### config.mk
export PLATFORM = sky130hd
export DESIGN_NAME = datapath_gray_param
export DESIGN_NICKNAME = d
export VERILOG_FILES = /design/src/rtl/datapath_gray_pkg.sv /design/src/rtl/gray_skid_fifo.sv /design/src/rtl/datapath_gray_param.sv
export SDC_FILE = /design/constraint.sdc
export NUM_CORES = 1
export LEC_CHECK = 0
export ABC_AREA = 0
export ABC_CLOCK_PERIOD_IN_PS = 3000
export BUFFER_PORTS_ARGS = -buffer_cell sky130_fd_sc_hd__buf_2
export CAP_MARGIN = 5
export CORE_MARGIN = 1
export CORE_UTILIZATION = 38
export CTS_CLUSTER_SIZE = 10
export DETAILED_ROUTE_END_ITERATION = 12
export PLACE_DENSITY = 0.58
export SLEW_MARGIN = 0
export SYNTH_ARGS = -nofsm -noshare
export SYNTH_HDL_FRONTEND = slang
export SYNTH_SLANG_ARGS = --single-unit
export TNS_END_PERCENT = 30
### constraint.sdc
create_clock -name i_clk -period 3 [get_ports i_clk]
set_clock_uncertainty 0.15 [all_clocks]
set_input_delay 0.15 -clock i_clk [delete_from_list [all_inputs] [get_ports i_clk]]
set_output_delay 0.15 -clock i_clk [all_outputs]
set_load 0.1 [all_outputs]
### src/rtl/datapath_gray_pkg.sv
// datapath_gray_pkg: mode constants and width-generic gray/binary conversion helpers
package datapath_gray_pkg;
  localparam logic MODE_BIN2GRAY = 1'b0;
  localparam logic MODE_GRAY2BIN = 1'b1;
  function automatic logic [63:0] bin2gray(input logic [63:0] b);
    return b ^ (b >> 1);
  endfunction
  // Callers zero-extend narrower words, so the unused upper bits contribute nothing to the prefix XOR
  function automatic logic [63:0] gray2bin(input logic [63:0] g);
    logic [63:0] b;
    b[63] = g[63];
    for (int i = 62; i >= 0; i--) b[i] = b[i+1] ^ g[i];
    return b;
  endfunction
endpackage

### src/rtl/gray_skid_fifo.sv
// gray_skid_fifo: two-entry FIFO with registered full flag and head-driven output
module gray_skid_fifo
  import datapath_gray_pkg::*;
#(
  parameter int W = 9
) (
  input  logic         i_clk,
  input  logic         i_rst_n,
  input  logic         wr_en,
  input  logic [W-1:0] wr_data,
  input  logic         rd_en,
  output logic [W-1:0] rd_data,
  output logic         empty,
  output logic         full
);
  logic [W-1:0] head, tail;
  logic [1:0] cnt, cnt_nxt;
  logic push, pop;
  assign push = wr_en && !full;
  assign pop = rd_en && cnt != 2'd0;
  assign cnt_nxt = cnt + 2'(push) - 2'(pop);
  assign rd_data = head;
  assign empty = cnt == 2'd0;
  always_ff @(posedge i_clk) begin
    if (!i_rst_n) begin
      head <= '0;
      tail <= '0;
      cnt <= '0;
      full <= 1'b0;
    end else begin
      cnt <= cnt_nxt;
      full <= cnt_nxt == 2'd2;
      if (pop) head <= (cnt == 2'd2) ? tail : wr_data;
      else if (push && cnt == 2'd0) head <= wr_data;
      if (push && cnt_nxt == 2'd2) tail <= wr_data;
    end
  end
endmodule

### src/rtl/datapath_gray_param.sv
// datapath_gray_param: per-frame gray/binary converter feeding a two-entry output FIFO
module datapath_gray_param
  import datapath_gray_pkg::*;
#(
  parameter int DATA_W = 8,
  parameter int FCNT_W = 8
) (
  input  logic              i_clk,
  input  logic              i_rst_n,
  input  logic [DATA_W-1:0] data_in,
  input  logic              valid_in,
  input  logic              sof_in,
  input  logic              mode_in,
  output logic              busy_out,
  output logic [DATA_W-1:0] data_out,
  output logic              valid_out,
  output logic              sof_out,
  input  logic              busy_in,
  output logic [FCNT_W-1:0] frame_cnt
);
  logic mode_q, mode_eff, accept, empty;
  logic [DATA_W-1:0] conv;
  assign accept = valid_in && !busy_out;
  // An SOF beat switches mode for itself, not just for the beats after it
  assign mode_eff = sof_in ? mode_in : mode_q;
  assign conv = DATA_W'(mode_eff == MODE_GRAY2BIN ? gray2bin(64'(data_in)) : bin2gray(64'(data_in)));
  assign valid_out = !empty;
  always_ff @(posedge i_clk) begin
    if (!i_rst_n) begin
      mode_q <= MODE_BIN2GRAY;
      frame_cnt <= '0;
    end else if (accept && sof_in) begin
      mode_q <= mode_in;
      frame_cnt <= frame_cnt + 1'b1;
    end
  end
  gray_skid_fifo #(.W(DATA_W + 1)) u_fifo (
    .i_clk(i_clk),
    .i_rst_n(i_rst_n),
    .wr_en(accept),
    .wr_data({sof_in, conv}),
    .rd_en(!busy_in),
    .rd_data({sof_out, data_out}),
    .empty(empty),
    .full(busy_out)
  );
endmodule

==> results.yml, run 1 <==
run_status:
  status: "completed"
critical_path:
  r2r_cells: 11
  reg2reg_from: "u_fifo.cnt[1]$_SDFF_PN0_"
  critPathCapture: "u_fifo.tail[4]$_SDFFE_PN0P_"
  cp.arrival_ps: 2380
  critPathCaptureType: "flop"
  crit_path_start: "u_fifo.cnt[1]$_SDFF_PN0_"
  crit_type: "reg2reg"
  r2r_setup_slack_ps: 640
  critical_path.startpoint_type: "flop"
  worstPathRequired_ps: 3020
  rr_endpoint: "u_fifo.tail[4]$_SDFFE_PN0P_"
  crit_fanout: 12
global_routing:
  grt-ovfl-total: 0
  grt_max_degree: 31
  grt_pass1_wl_um: 5210
  grt_antenna_before_repair: 0
  grt_usage: 0.161
  grt_pass1_vias: 1198
sta:
  relSlewSlack: 0.620
  finalSetupTns_ps: 0
  worst_slack_ps: 638
  grt_setup_unrepaired: "false"
  finalHoldViolations: 0
  fin_crit_ps: 2360
  fin_crit_sh: 0.787
  hold_ws_ps: 19.1
  drv_slew: 0
  worst_pin_slew_ps: 568
  final-setup-viol-count: 0
  fmax_mhz: 423
clock_tree:
  clockRootBuffer: "clkbuf_8"
  cts_buffer_depth: 2
  clk_pin_slew_worst_paths_ps: 60
  cts_sinks: 30
  cts-resized-gates: 0
  cts_made_buffers: 5
  cts_hold_buf: 0
  cts_tree: "built"
  cts_setup_buffers: 0
  insertion_delay_ps: 270
  htree_levels: 2
detailed_routing:
  wl_um: 3140
  drc_errors: 0
  post_drt_wl_per_cell_um: 12.6
  drt_iter0_drc: 23
  dr.pass1.iters: 4
  vias: 1268
  vias_per_cell: 5.09
  antenna_left: 0
synthesis:
  yosysTopAreaCell: "dfxtp_1"
  async_flop_share: 0
  netlist_instances: 166
  synth_xor_xnor_area_share: 0.165
  ys.flop_type: "dfxtp_1"
  synth_top_area_share: 0.394
  syn_area_um2: 1520
  synth_compound_gate_area_share: 0.103
  synth_top_family_by_area: "simple AND/OR/NAND/NOR gates"
  postSynthAreaPerCell_um2: 9.18
  synth-seq-area-share: 0.394
  synthMuxAreaShare: 0.0665
  ys_types: 30
  synth_nets: 183
  yosys_warnings: 0
  yosys_register_bits: 30
  post_synth_fa_ha_maj_area_fraction: 0.0246
  synth_edf_count: 0
  ys_top_cells_by_area: "dfxtp_1 (39%), xnor2_1 (9.8%), mux2i_1 (5.9%), nand2_1 (5.7%), and2_1 (4.1%)"
  synth-simple-area-share: 0.221
placed_design:
  place_hpwl_um: 2290
  gp_congestion: 0.684
  io_buffers: 32
  dpl_worst_slack_ps: 687
floorplan:
  die_w_um: 65.3
  ioPinCount: 33
  rows: 22
  start_util: 0.407
  core-area_um2: 3740
  die_h_um: 65.3
  dieArea_um2: 4270
job:
  cap_viol_max_count: 0
final_layout:
  fill_cells: 382
  final_cell_mix: "buf_2 (32), dfxtp_1 (30), nand2_1 (23)"
  finalNetCount: 217
  multi_input_area_um2: 885
  antennaDiodeCount: 0
  final_common_cell: "buf_2"
  final-seq-area_um2: 601
  synthToLayoutAreaGrowth_pct: 19.1
  drive_above_1_share: 0.229
  utilization: 0.485
power:
  power.leakage_uw: 0.000810
  irDropWorstVdd_mv: 0.516
  power_uw: 1860
  power.density_nw_per_um2: 1030
worst_hold_path:
  worstHoldPathType: "in2reg"
  min_path_cells: 3
==> logic make-up after synthesis <==
family                   count (synthesis)
AO/OA/AOI/OAI                           23
XOR/XNOR                                25
adder cells (fa/ha/maj)                  3
buffers and inverters                    9
flip-flops                              30
multiplexers                            10
AND/OR/NAND/NOR                         66
==> cell type report <==
cell class	count	area share
Clock buffer	7	0.0476
Clock inverter	1	0.00276
Inverter	3	0.00620
Multi-Input combinational cell	127	0.487
Sequential cell	30	0.331
Tap cell	48	0.0331
Timing Repair Buffer	33	0.0924
==> Yosys cell counts, types with 3 or more instances <==
cell and n:
o211a_1 3, nand3_1 8, xor2_1 5, nor2b_1 9, mux2i_1 9, inv_1 3
ha_1 3, xnor2_1 17, a31oi_1 6, o21ai_0 6, dfxtp_1 30, nand2_1 23
nor2_1 9, and2_1 10, clkbuf_1 4
==> worst max-delay path, stage by stage, from the launching register on <==
cell     delay, ps
dfxtp_1        340
nor2_1         200
nor2_1         100
ha_1           280
inv_1           40
ha_1           190
xor2_1         150
xnor2_1        160
nor3b_2        160
buf_4          220
mux2i_1        210
nor2b_1         60
==> report_power, final <==
| group | total, µW | internal, µW | switching [µW] | leakage, µW |
|---|---|---|---|---|
| registers | 554 | 499 | 55.5 | 0.000245 |
| logic | 978 | 243 | 735 | 0.000516 |
| clock network | 329 | 185 | 145 | 0.0000482 |
==> registers in the layout, indices dropped and copies added, names as in the netlist <==
register / count
u_fifo.rd_data: 9
u_fifo.tail: 9
frame_cnt: 8
u_fifo.cnt: 2
mode_q: 1
u_fifo.full: 1
==> routing by layer <==
metal | track usage | routed length [µm] | vias to the layer above
met5 | 0 | 0 | -
met3 | 0.0417 | 165 | 6
met4 | 0.0571 | 44 | 0
li1 | - | - | 629
met2 | 0.293 | 1590 | 36
met1 | 0.178 | 1340 | 597
==> worst min path at each step <==
stage            start                   to  slack, ps
2_1_floorplan  mode_in  mode_q$_SDFFE_PN0P_        140
3_3_place_gp   mode_in  mode_q$_SDFFE_PN0P_        280
3_5_place_dp   mode_in  mode_q$_SDFFE_PN0P_        300
4_1_cts        mode_in  mode_q$_SDFFE_PN0P_          7
5_1_grt        mode_in  mode_q$_SDFFE_PN0P_         10
6_report       mode_in  mode_q$_SDFFE_PN0P_         20
==> through the flow <==
| stage | cell area, µm² | cells |
|---|---|---|
| 6_report | 1820 | 249 |
| 5_1_grt | 1820 | 249 |
| 4_1_cts | 1820 | 249 |
| 3_5_place_dp | 1720 | 241 |
| 3_3_place_gp | 1720 | 241 |
| 2_1_floorplan | 1520 | 166 |
No activity file was read; power rests on OpenSTA's default activity.
==> run 2, diff against run 1 <==
--- a/config.mk
+++ b/config.mk
@@ -5,8 +5,8 @@
 export SDC_FILE = /design/constraint.sdc
 export NUM_CORES = 1
 export LEC_CHECK = 0
-export ABC_AREA = 0
-export ABC_CLOCK_PERIOD_IN_PS = 3000
+export ABC_AREA = 1
+export ABC_CLOCK_PERIOD_IN_PS = 2380
 export BUFFER_PORTS_ARGS = -buffer_cell sky130_fd_sc_hd__buf_2
 export CAP_MARGIN = 5
 export CORE_MARGIN = 1
==> constraint.sdc (replaced) <==
create_clock -name i_clk -period 2.38 [get_ports i_clk]
set_clock_uncertainty 0.15 [all_clocks]
set_input_delay 0.119 -clock i_clk [delete_from_list [all_inputs] [get_ports i_clk]]
set_output_delay 0.119 -clock i_clk [all_outputs]
set_load 0.1 [all_outputs]
==> results.yml, run 2 <==
power:
  switching_share: 0.491
  p_comb_frac: 0.595
  power.density_nw_per_um2: 1330
  power_uw: 2690
  p_int_uw: 1370
  power.leakage_uw: 0.00100
  clockPowerShare: 0.140
  switching_power_uw: 1320
  irDropWorstVdd_mv: 0.732
  pwr-share-seq: 0.265
sta:
  finalHoldViolations: 0
  grt_setup_unrepaired: "true"
  fin_crit_ps: 2420
  fin_crit_sh: 1.02
  drv_slew: 0
  relSlewSlack: 0.672
  worst_slack_ps: -42.4
  hold_ws_ps: 5.46
  final-setup-viol-count: 6
  worst_pin_slew_ps: 495
  fmax_mhz: 413
floorplan:
  die_w_um: 66.8
  core-area_um2: 4030
  die_h_um: 66.8
  ioPinCount: 33
  rows: 23
  start_util: 0.396
  dieArea_um2: 4460
synthesis:
  yosysTopAreaCell: "dfxtp_1"
  synth_top_area_share: 0.376
  synth_nets: 230
  ys_top_cells_by_area: "dfxtp_1 (38%), nand2_1 (8.9%), inv_1 (7.5%), o21ai_0 (6.0%), a21oi_1 (5.0%)"
  netlist_instances: 213
  yosys_register_bits: 30
  syn_area_um2: 1600
  ys_types: 36
  synth_edf_count: 0
  ys.flop_type: "dfxtp_1"
  synth_common_cells: "nand2_1 (38), inv_1 (32), dfxtp_1 (30)"
  synth-seq-area-share: 0.376
  yosysMostFrequentCell: "nand2_1"
  yosys_warnings: 0
  async_flop_share: 0
  postSynthAreaPerCell_um2: 7.49
clock_tree:
  cts_buffer_depth: 2
  htree_levels: 2
  clk_pin_slew_worst_paths_ps: 60
  cts_sinks: 30
  cts_made_buffers: 5
  clockRootBuffer: "clkbuf_8"
  cts_tree: "built"
  insertion_delay_ps: 280
critical_path:
  critical_path.startpoint_type: "flop"
  worstPathRequired_ps: 2430
  crit_type: "reg2reg"
  cp.arrival_ps: 2480
  critPathCaptureType: "flop"
  crit_fanout: 4
global_routing:
  grt_usage: 0.164
  grt_pass1_wl_um: 5420
  grt_pass1_vias: 1272
  grt_max_degree: 19
  grt_antenna_before_repair: 0
  grt-ovfl-total: 0
final_layout:
  synthToLayoutAreaGrowth_pct: 27.1
  antennaDiodeCount: 0
  utilization: 0.503
  final_common_cell: "nand2_1"
  drive_above_1_share: 0.328
  final_cell_mix: "nand2_1 (37), buf_2 (32), inv_1 (30)"
  finalNetCount: 276
detailed_routing:
  dr.pass1.iters: 4
  vias_per_cell: 4.73
  vias: 1461
  post_drt_wl_per_cell_um: 11.0
  wl_um: 3390
  drc_errors: 0
  drt_iter0_drc: 52
  antenna_left: 0
placed_design:
  io_buffers: 32
  gp_congestion: 0.720
  dpl_worst_slack_ps: -9.97
  place_hpwl_um: 2490
run_status:
  status: "finished with violations"
  violations: "setup timing"
job:
  cap_viol_max_count: 0
worst_hold_path:
  worstHoldPathType: "in2reg"
## run 2: cell types whose count changed after synthesis, sizes merged, moves of 9 or more
cell,before,now
nor2b,9,0
nand3,8,18
mux2i,9,0
inv,3,38
o21ai,6,23
and2,10,0
a21oi,0,19
nand2,23,40
xnor2,19,2
## run 2: power by group through the flow
stage | clock network, µW | registers, µW | logic (µW)
global route | 407 | 730 | 1730
floorplan | 0 | 1170 | 731
detailed placement | 0 | 723 | 1450
finish | 378 | 714 | 1600
global placement | 0 | 721 | 1440
CTS | 389 | 713 | 1460
## run 2: layer usage
layer | vias up | GRT usage | wire (µm)
met5 | - | 0 | 0
met4 | 0 | 0.0638 | 51
met3 | 8 | 0.0462 | 127
met2 | 21 | 0.265 | 1560
met1 | 641 | 0.204 | 1660
li1 | 791 | - | -
## run 2: stage by stage
stage | area [µm²] | std cells | setup TNS [ps]
after floorplan | 1610 | 213 | -802
after global placement | 1860 | 297 | 0
after detailed placement | 1860 | 297 | -24.9
after CTS | 1950 | 305 | -184
after global routing | 2030 | 309 | -1010
final | 2030 | 309 | -102
## run 2: area by class of cell
type	instances	area, µm²
fillers	442	2000
well taps	50	62.6
clock buffers	7	76.3
inverters	38	143
flip-flops and latches	30	603
repair buffers	44	283
multi-input cells	140	861
## run 2: path summary, 6_finish.rpt
kind | startpoint | slack [ps] | cells past startpoint | to
setup reg to reg | u_fifo.cnt[0]$_SDFF_PN0_ | -40 | 14 | u_fifo.tail[5]$_SDFFE_PN0P_
hold / removal | data_in[7] | 5 | 3 | u_fifo.tail[7]$_SDFFE_PN0P_
setup / recovery | u_fifo.cnt[0]$_SDFF_PN0_ | -40 | 14 | u_fifo.tail[5]$_SDFFE_PN0P_
hold reg to reg | frame_cnt[7]$_SDFFE_PN0P_ | 310 | 2 | frame_cnt[7]$_SDFFE_PN0P_
## run 2: logic make-up (layout without fill, tap and decap cells)
group                    count (synthesis)  in the layout  share of synthesized area
flip-flops                              30             30                      0.376
buffers and inverters                   43             89                      0.115
adder cells (fa/ha/maj)                  3              3                     0.0235
XOR/XNOR                                 6              6                     0.0329
AND/OR/NAND/NOR                         79             79                      0.257
AO/OA/AOI/OAI                           52             52                      0.195
## run 2: repair_timing
item,CTS,global route
gates cloned,0,1
hold buffers,1,0
buffers inserted,0,3
setup endpoints to repair,8,9
gates resized for setup,0,9
endpoints found under the hold margin,1,0
## run 2: worst max-delay path, cell delays in order (launching register included)
cell and delay (ps):
dfxtp_2 310, or2_4 240, nand2_2 70, inv_2 40, ha_4 250, inv_2 40, ha_4 150, xnor2_2 120
xnor2_1 150, inv_1 70, or2_4 260, nor2_8 130, buf_4 150, o21ai_0 70, a21oi_1 140
